### src/rtl/interval_timer_ctrl.sv
// rtl/interval_timer_ctrl.sv - interval store and one-second countdown timer for the traffic-light FSM
module interval_timer_ctrl #(
    parameter int TICK_DIV     = 100_000_000,
    parameter int VAL_W        = 4,
    parameter int BASE_DEFAULT = 6,
    parameter int EXT_DEFAULT  = 3,
    parameter int YEL_DEFAULT  = 2
) (
    input  logic             clk,
    input  logic             sys_reset,
    input  logic             prg_sync_in,
    input  logic [1:0]       param_sel,
    input  logic [VAL_W-1:0] time_value,
    input  logic [1:0]       interval_address,
    input  logic             start_timer,
    output logic             expired,
    output logic [VAL_W-1:0] time_left,
    output logic             busy
);

    localparam int DIV_W = (TICK_DIV > 1) ? $clog2(TICK_DIV) : 1;
    localparam logic [DIV_W-1:0] DIV_LAST = DIV_W'(TICK_DIV - 1);
    localparam logic [VAL_W-1:0] BASE_DEF = VAL_W'(BASE_DEFAULT);
    localparam logic [VAL_W-1:0] EXT_DEF  = VAL_W'(EXT_DEFAULT);
    localparam logic [VAL_W-1:0] YEL_DEF  = VAL_W'(YEL_DEFAULT);

    typedef enum logic [1:0] {
        IDLE,
        RUN,
        EXPIRE
    } state_t;

    state_t           state;
    logic [DIV_W-1:0] div;
    logic             tick;
    logic [VAL_W-1:0] base_val;
    logic [VAL_W-1:0] ext_val;
    logic [VAL_W-1:0] yel_val;
    logic [VAL_W-1:0] load_val;

    assign tick = (div == DIV_LAST);

    // Address 11 falls through to the base interval.
    always_comb begin
        load_val = base_val;
        case (interval_address)
            2'b01:   load_val = ext_val;
            2'b10:   load_val = yel_val;
            default: load_val = base_val;
        endcase
    end

    // A zero write means "use the default", so no stored interval is ever 0.
    always_ff @(posedge clk) begin
        if (sys_reset) begin
            base_val <= BASE_DEF;
            ext_val  <= EXT_DEF;
            yel_val  <= YEL_DEF;
        end else if (prg_sync_in) begin
            case (param_sel)
                2'b00: base_val <= (time_value == '0) ? BASE_DEF : time_value;
                2'b01: ext_val  <= (time_value == '0) ? EXT_DEF  : time_value;
                2'b10: yel_val  <= (time_value == '0) ? YEL_DEF  : time_value;
                default: begin
                    base_val <= BASE_DEF;
                    ext_val  <= EXT_DEF;
                    yel_val  <= YEL_DEF;
                end
            endcase
        end
    end

    // start_timer reloads from every state, so it is handled ahead of the state case.
    always_ff @(posedge clk) begin
        if (sys_reset) begin
            state     <= IDLE;
            expired   <= 1'b0;
            time_left <= '0;
            div       <= '0;
            busy      <= 1'b0;
        end else begin
            expired <= 1'b0;
            div     <= tick ? '0 : div + 1'b1;
            if (start_timer) begin
                state     <= RUN;
                busy      <= 1'b1;
                time_left <= load_val;
                div       <= '0;
            end else begin
                case (state)
                    IDLE: begin
                        busy <= 1'b0;
                    end
                    RUN: begin
                        if (tick) begin
                            if (time_left > VAL_W'(1)) begin
                                time_left <= time_left - 1'b1;
                            end else begin
                                time_left <= '0;
                                state     <= EXPIRE;
                                expired   <= 1'b1;
                                busy      <= 1'b0;
                            end
                        end
                    end
                    EXPIRE: begin
                        state <= IDLE;
                        busy  <= 1'b0;
                    end
                    default: begin
                        state <= IDLE;
                        busy  <= 1'b0;
                    end
                endcase
            end
        end
    end

endmodule

### config.mk
export PLATFORM = sky130hd
export DESIGN_NAME = interval_timer_ctrl
export DESIGN_NICKNAME = d
export VERILOG_FILES = /design/src/rtl/interval_timer_ctrl.sv
export SDC_FILE = /design/constraint.sdc
export NUM_CORES = 1
export LEC_CHECK = 0
export ABC_AREA = 1
export CAP_MARGIN = 30
export CELL_PAD_IN_SITES_DETAIL_PLACEMENT = 1
export CELL_PAD_IN_SITES_GLOBAL_PLACEMENT = 1
export CORE_AREA = 4 4 83 85
export CTS_CLUSTER_DIAMETER = 80
export CTS_CLUSTER_SIZE = 8
export DETAILED_ROUTE_END_ITERATION = 12
export DIE_AREA = 0 0 87 89
export GPL_TIMING_DRIVEN = 1
export PLACE_DENSITY_LB_ADDON = 0.15
export SYNTH_ARGS = -nofsm -noshare
export SYNTH_HDL_FRONTEND = slang
export SYNTH_SLANG_ARGS = --single-unit
### constraint.sdc
create_clock -name clk -period 1.7 [get_ports clk]
set_input_delay 0.51 -clock clk [delete_from_list [all_inputs] [get_ports clk]]
set_output_delay 0.51 -clock clk [all_outputs]
set_load 0.02 [all_outputs]
==> Yosys cells after proc, flatten, opt, wreduce, memory -nomap -nowiden <==
Index checks and enable logic that the tools add are counted.
{ "classes": {"addsub": 2, "n_reduce_logical": 18, "muxes": 20, "n_bitwise": 6, "n_lt_le_gt_ge": 1, "eq_ne": 11} }
{ "op_table": {"columns": ["op", "count"], "rows": [
  ["one-hot mux 4 bit (2 select lines)", 4],
  ["two-way mux 4 bit", 7],
  ["adder 27 x 1 -> 27 bit (second input constant)", 1],
  ["== test 27 bit (second input constant)", 1],
  ["AND reduction 2 bit", 5],
  ["OR reduction 2 bit", 4],
  ["== test 2 x 1 -> 1 bit (second input constant)", 3],
  ["two-way mux 1 bit", 6],
  ["!= test 2 bit (second input constant)", 3],
  ["!= test 3 bit (second input constant)", 2],
  ["inverter 1 bit", 6],
  ["AND reduction 3 bit", 2],
  ["== test 2 bit (second input constant)", 2],
  ["> comparator 4 x 1 -> 1 bit (second input constant)", 1],
  ["zero test 2 bit", 2],
  ["zero test 4 bit", 1],
  ["two-way mux 2 bit", 2],
  ["one-hot mux 2 bit (2 select lines)", 1],
  ["nonzero test 2 bit", 2],
  ["OR reduction 4 bit", 1],
  ["subtractor 4 x 1 -> 4 bit (second input constant)", 1],
  ["OR reduction 3 bit", 1]
]} }
{ "totals": {"inputBits": 12, "word_cells": 67, "register_bits": 47, "out_inout_bits": 6} }

==> Longest topological paths before layout <==
{ "logic_depth": {"word_depth": 5, "mapped_depth": 10, "ltp_nobuf": 10} }

==> Least setup slack after synthesis <==
OpenSTA, ideal clock, no wires.
{ "synth_path": {"path_kind": "register -> register", "start": "register time_left[0]", "end": "register time_left[0]", "n_path_buf": 0, "arrival_ns": 1.558, "required_ns": 1.636, "path_stages_with_launch": 10, "setup_slack_ns": 0.078, "period_less_slack_ns": 1.622, "cell_sequence": "dfxtp_1 inv_1 ha_1 o21ai_0 nand2_1 o21ai_0 inv_1 nand2_1 nand2_1 nor2_1"} }
{ "synth_via": {"elab_chain_len": 5, "word_cells_on_any_way": 6, "classes_between": "1 x add/sub; 1 x order compare; 4 x mux"} }
{ "synth_lines": {"columns": ["item", "line", "rtl"], "rows": [
  ["from (decl)", "17", "output logic [VAL_W-1:0] time_left,"],
  ["from (signal assigned)", "87", "time_left <= load_val;"],
  ["from (signal assigned)", "97", "time_left <= time_left - 1'b1;"],
  ["subtractor 4 x 1 -> 4 bit / > comparator 4 x 1 -> 1 bit (equally long branches)", "97, 96", null],
  ["two-way mux 4 bit (*)", "96", "if (time_left > VAL_W'(1)) begin"],
  ["two-way mux 4 bit (*)", "95", "if (tick) begin"],
  ["two-way mux 4 bit (*)", "90", "case (state)"],
  ["two-way mux 4 bit (*)", "84", "if (start_timer) begin"]
]} }
Every way passes the cells marked *; elsewhere a longest branch is shown, timed or not. The select of a mux whose other input is x is not followed.
A chain may end at the register's enable or synchronous reset.

==> Worst setup path in the final report <==
{ "layout_path": {"start": "input param_sel[0]", "end": "register ext_val[0]"} }
{ "layout_via": {"elab_chain_len": 4, "word_cells_on_any_way": 7, "classes_between": "2 x eq/ne; 1 x mux; 1 x bitwise; 3 x reduce/logical"} }
{ "layout_lines": {"columns": ["item", "line", "rtl"], "rows": [
  ["from (decl)", "12", "input logic [1:0] param_sel,"],
  ["== test 2 bit / zero test 2 bit (equally long branches)", "60", "case (param_sel)"],
  ["OR reduction 2 bit (no source line)", null, null],
  ["inverter 1 bit (no source line)", null, null],
  ["AND reduction 2 bit (no source line)", null, null],
  ["to (signal assigned)", "62", "2'b01: ext_val <= (time_value == '0) ? EXT_DEF : time_value;"],
  ["to (decl)", "37", "logic [VAL_W-1:0] ext_val;"]
]} }
Parallel ways exist; a longest one is shown, timed or not.

==> out/qor.log <==
INFO  clock_network  cts_buffers=5
INFO  yosys          synth.avg_cell_area=6.87µm²
INFO  power_and_ir_drop pwr-share-seq=49.4%
INFO  die            core.rowCount=29
INFO  cells_and_area num_antenna_cells=0
INFO  worst_setup_path worstSetupStartpointType=input port
INFO  power_and_ir_drop ir_drop=0.393mV
INFO  detailed_routing drt_first_pass_iters=4
INFO  worst_setup_path cp.required=1.89ns
INFO  clock_network  tritoncts=yes
INFO  power_and_ir_drop swShare=26.1%
INFO  power_and_ir_drop static-leakage-power=1.24nW
INFO  yosys          synth.area.top_cells=sky130_fd_sc_hd__dfxtp_1 (38%), sky130_fd_sc_hd__nand2_1 (13%), sky130_fd_sc_hd__nor2_1 (9.3%), sky130_fd_sc_hd__inv_1 (6.5%), sky130_fd_sc_hd__nand3_1 (6.2%)
INFO  yosys          yosysMostFrequentCell=sky130_fd_sc_hd__nand2_1
INFO  place          placedCellCount=480
INFO  timing         whs=0.479ns
INFO  yosys          flops_latches_synth=47
INFO  yosys          post_synth_arst_share=0%
INFO  clock_network  cts_htree_levels=2
INFO  place          gpl.final_weighted_congestion=0.807
INFO  yosys          ys_warn_count=0
INFO  yosys          synth.yosys.seq_area_share=37.6%
INFO  power_and_ir_drop share_comb_of_total_power=13.2%
INFO  timing         worst-slew-pin-transition=0.419ns
INFO  timing         fmax=622MHz
INFO  timing         timing.final.crit_period=1.61ns
INFO  timing         fin_crit_sh=94.6%
INFO  flow_run       max_cap_violations=0
INFO  detailed_routing detail_route.drc_violations=0
INFO  power_and_ir_drop p_switching=0.000606W
INFO  yosys          synth_edf_count=0
INFO  status         run_status=completed
INFO  cells_and_area syn2layout_area_growth=26.6%
INFO  die            die_h=89µm
INFO  worst_setup_path cp_data_arrival_time=1.80ns
INFO  detailed_routing route.vias.total=2432
INFO  yosys          synth_top_cell_by_area=sky130_fd_sc_hd__dfxtp_1
INFO  cells_and_area utilization=51.0%
INFO  timing         worst_slack=0.0920ns
INFO  yosys          synthesis.area=2500µm²
INFO  timing         finalMaxSlewViolations=0
INFO  power_and_ir_drop intPower=0.00171W
INFO  detailed_routing routed_via_density=4.96
INFO  yosys          ys_dominant_reg_cell=sky130_fd_sc_hd__dfxtp_1
INFO  detailed_routing detail_route.wl_per_cell=13.6µm
INFO  yosys          syn_inst=364
INFO  yosys          synth.top_cell.area_share=37.6%
INFO  timing         setup_viol=0
INFO  place          dpl_worst_slack=-0.442ns
INFO  die            area_of_the_core=6200µm²
INFO  place          place.port_buffers=17
INFO  clock_network  ctsRootBufferMaster=sky130_fd_sc_hd__clkbuf_8
INFO  yosys          mappedNetlistNets=384
INFO  die            fp.dieW=87µm
INFO  global_routing grt_start_max_net_pins=26
INFO  clock_network  clk_path_buf_depth=2
INFO  global_routing via_count_of_the_first_global_routing_pass=2515
INFO  clock_network  clk_transition_reported_paths=0.09ns
INFO  worst_setup_path path_max_fanout=3
INFO  die            floorplan.die_area=7740µm²
INFO  die            pin_count=18
INFO  global_routing grt_pass1_wl=11300µm
INFO  timing         fin_worst_skew=0.0111ns
INFO  power_and_ir_drop power.density=733nW/µm²
INFO  place          dpl.hpwl=5210µm
INFO  yosys          synthTopCellsByCount=sky130_fd_sc_hd__nand2_1 (87), sky130_fd_sc_hd__nor2_1 (62), sky130_fd_sc_hd__dfxtp_1 (47)
INFO  timing         finalHoldViolCount=0
INFO  yosys          synthDistinctLibCells=29
INFO  global_routing globalRoute.totalOverflow=0
INFO  detailed_routing drt_initial_violations=109
INFO  global_routing antenna_violations_before_repair=0
INFO  clock_network  clock-sinks=47
INFO  worst_setup_path critical_path.endpoint_type=flop
INFO  power_and_ir_drop report.power.total=0.00232W
INFO  die            initial_core_util=40.3%
INFO  cells_and_area fin_nets=432
INFO  worst_setup_path crit_type=in -> reg
INFO  cells_and_area fin_cells=490
INFO  global_routing global_route.usage.total=18.5%
INFO  detailed_routing ant_nets=0
INFO  timing         max-slew-margin-rel=71.8%
INFO  power_and_ir_drop power_frac_clock=37.4%
INFO  clock_network  clock_latency=0.31ns
INFO  cells_and_area fraction_of_layout_cells_with_a_size_suffix_above_1=17.9%
INFO  detailed_routing postRouteWirelength=6680µm
INFO  min_path       hold_path_class=reg -> reg
-- timing repair --
item,in CTS,in global routing
hold buffers,0,0
setup endpoints to repair,11,40
setup buffers,0,2
resized for setup,10,28
pin swaps,0,6
cloned,0,0
-- state kept, by name, indices dropped and copies added, names as in the netlist --
name / count
div: 27
yel_val: 4
busy: 1
time_left: 4
base_val: 4
ext_val: 4
expired: 1
state: 2
-- worst paths after layout --
path,slack [ns],endpoint,depth (start not counted),startpoint
max,0.09,ext_val[0]$_SDFFE_PP1P_,8,param_sel[0]
min,0.48,yel_val[3]$_SDFFE_PP0P_,2,yel_val[3]$_SDFFE_PP0P_
max reg2reg,0.13,time_left[0]$_SDFFE_PP0P_,10,div[1]$_SDFF_PP0_
min reg2reg,0.48,yel_val[3]$_SDFFE_PP0P_,2,yel_val[3]$_SDFFE_PP0P_
-- through the flow --
| step | TNS, ns | cell area [µm²] |
|---|---|---|
| final | 0 | 3170 |
| after global routing | -0.0244 | 3170 |
| after CTS | 0 | 3060 |
| after floorplan | 0 | 2500 |
| after global placement | -5.17 | 2930 |
| after detailed placement | -5.90 | 2930 |
-- layout by cell type (no fill, tap or decap), drive strengths merged --
cell type / instances
nor2: 68
a31oi: 1
ha: 8
nand4: 2
nor3: 6
nand3: 32
bufinv: 1
nand2: 93
o22ai: 1
o211ai: 4
inv: 45
a21oi: 21
nor4: 5
nand3b: 2
o21ai: 7
clkbuf: 5
dfxtp: 47
xor2: 4
nor3b: 6
buf: 28
dlygate4sd2: 6
xnor2: 8
dlymetal6s2s: 1
clkdlybuf4s50: 10
clkinv: 2
-- power groups by stage --
stage / sequential (W) / combinational (W) / clock (W)
5_1_grt: 0.00115 / 0.000348 / 0.000937
2_1_floorplan: 0.00118 / 0.000148 / 0
6_report: 0.00115 / 0.000306 / 0.000869
3_5_place_dp: 0.00117 / 0.000292 / 0
4_1_cts: 0.00114 / 0.000294 / 0.000900
3_3_place_gp: 0.00117 / 0.000283 / 0
-- critical path, cell delays in order --
cell	delay [ns]
sky130_fd_sc_hd__clkdlybuf4s50_1	0.48
sky130_fd_sc_hd__inv_1	0.07
sky130_fd_sc_hd__ha_2	0.20
sky130_fd_sc_hd__inv_2	0.07
sky130_fd_sc_hd__nand3_2	0.10
sky130_fd_sc_hd__buf_4	0.16
sky130_fd_sc_hd__a21oi_2	0.14
sky130_fd_sc_hd__nand2_1	0.07
-- metal layers --
metal / global-route usage, % / up-vias / share of wire (%)
li1: - / 1259 / -
met4: 4.67 / 0 / 1.1
met5: 0 / - / 0
met2: 35.1 / 18 / 53
met3: 3.41 / 6 / 2.1
met1: 21.2 / 1149 / 44
-- area by class of cell --
type,instances,area (µm²)
Fill cell,831,3040
Tap cell,77,96.3
Timing Repair Buffer,45,375
Multi-Input combinational cell,268,1460
Clock buffer,5,68.8
Clock inverter,3,47.5
Sequential cell,47,945
Inverter,45,171
-- logic make-up (layout without fill, tap and decap cells) --
group                      count (synthesis)  in the layout  share of synthesized area [%]
buffers and inverters                     49             98                           7.95
xor gates and xnor gates                  12             12                           4.20
adders and majority gates                  8              8                           4.00
DFF                                       47             47                           37.6
AOI/OAI and AO/OA                         34             34                           7.30
and+or+nand+nor                          214            214                           38.9
Note: power is estimated with default switching activity, not from simulation.
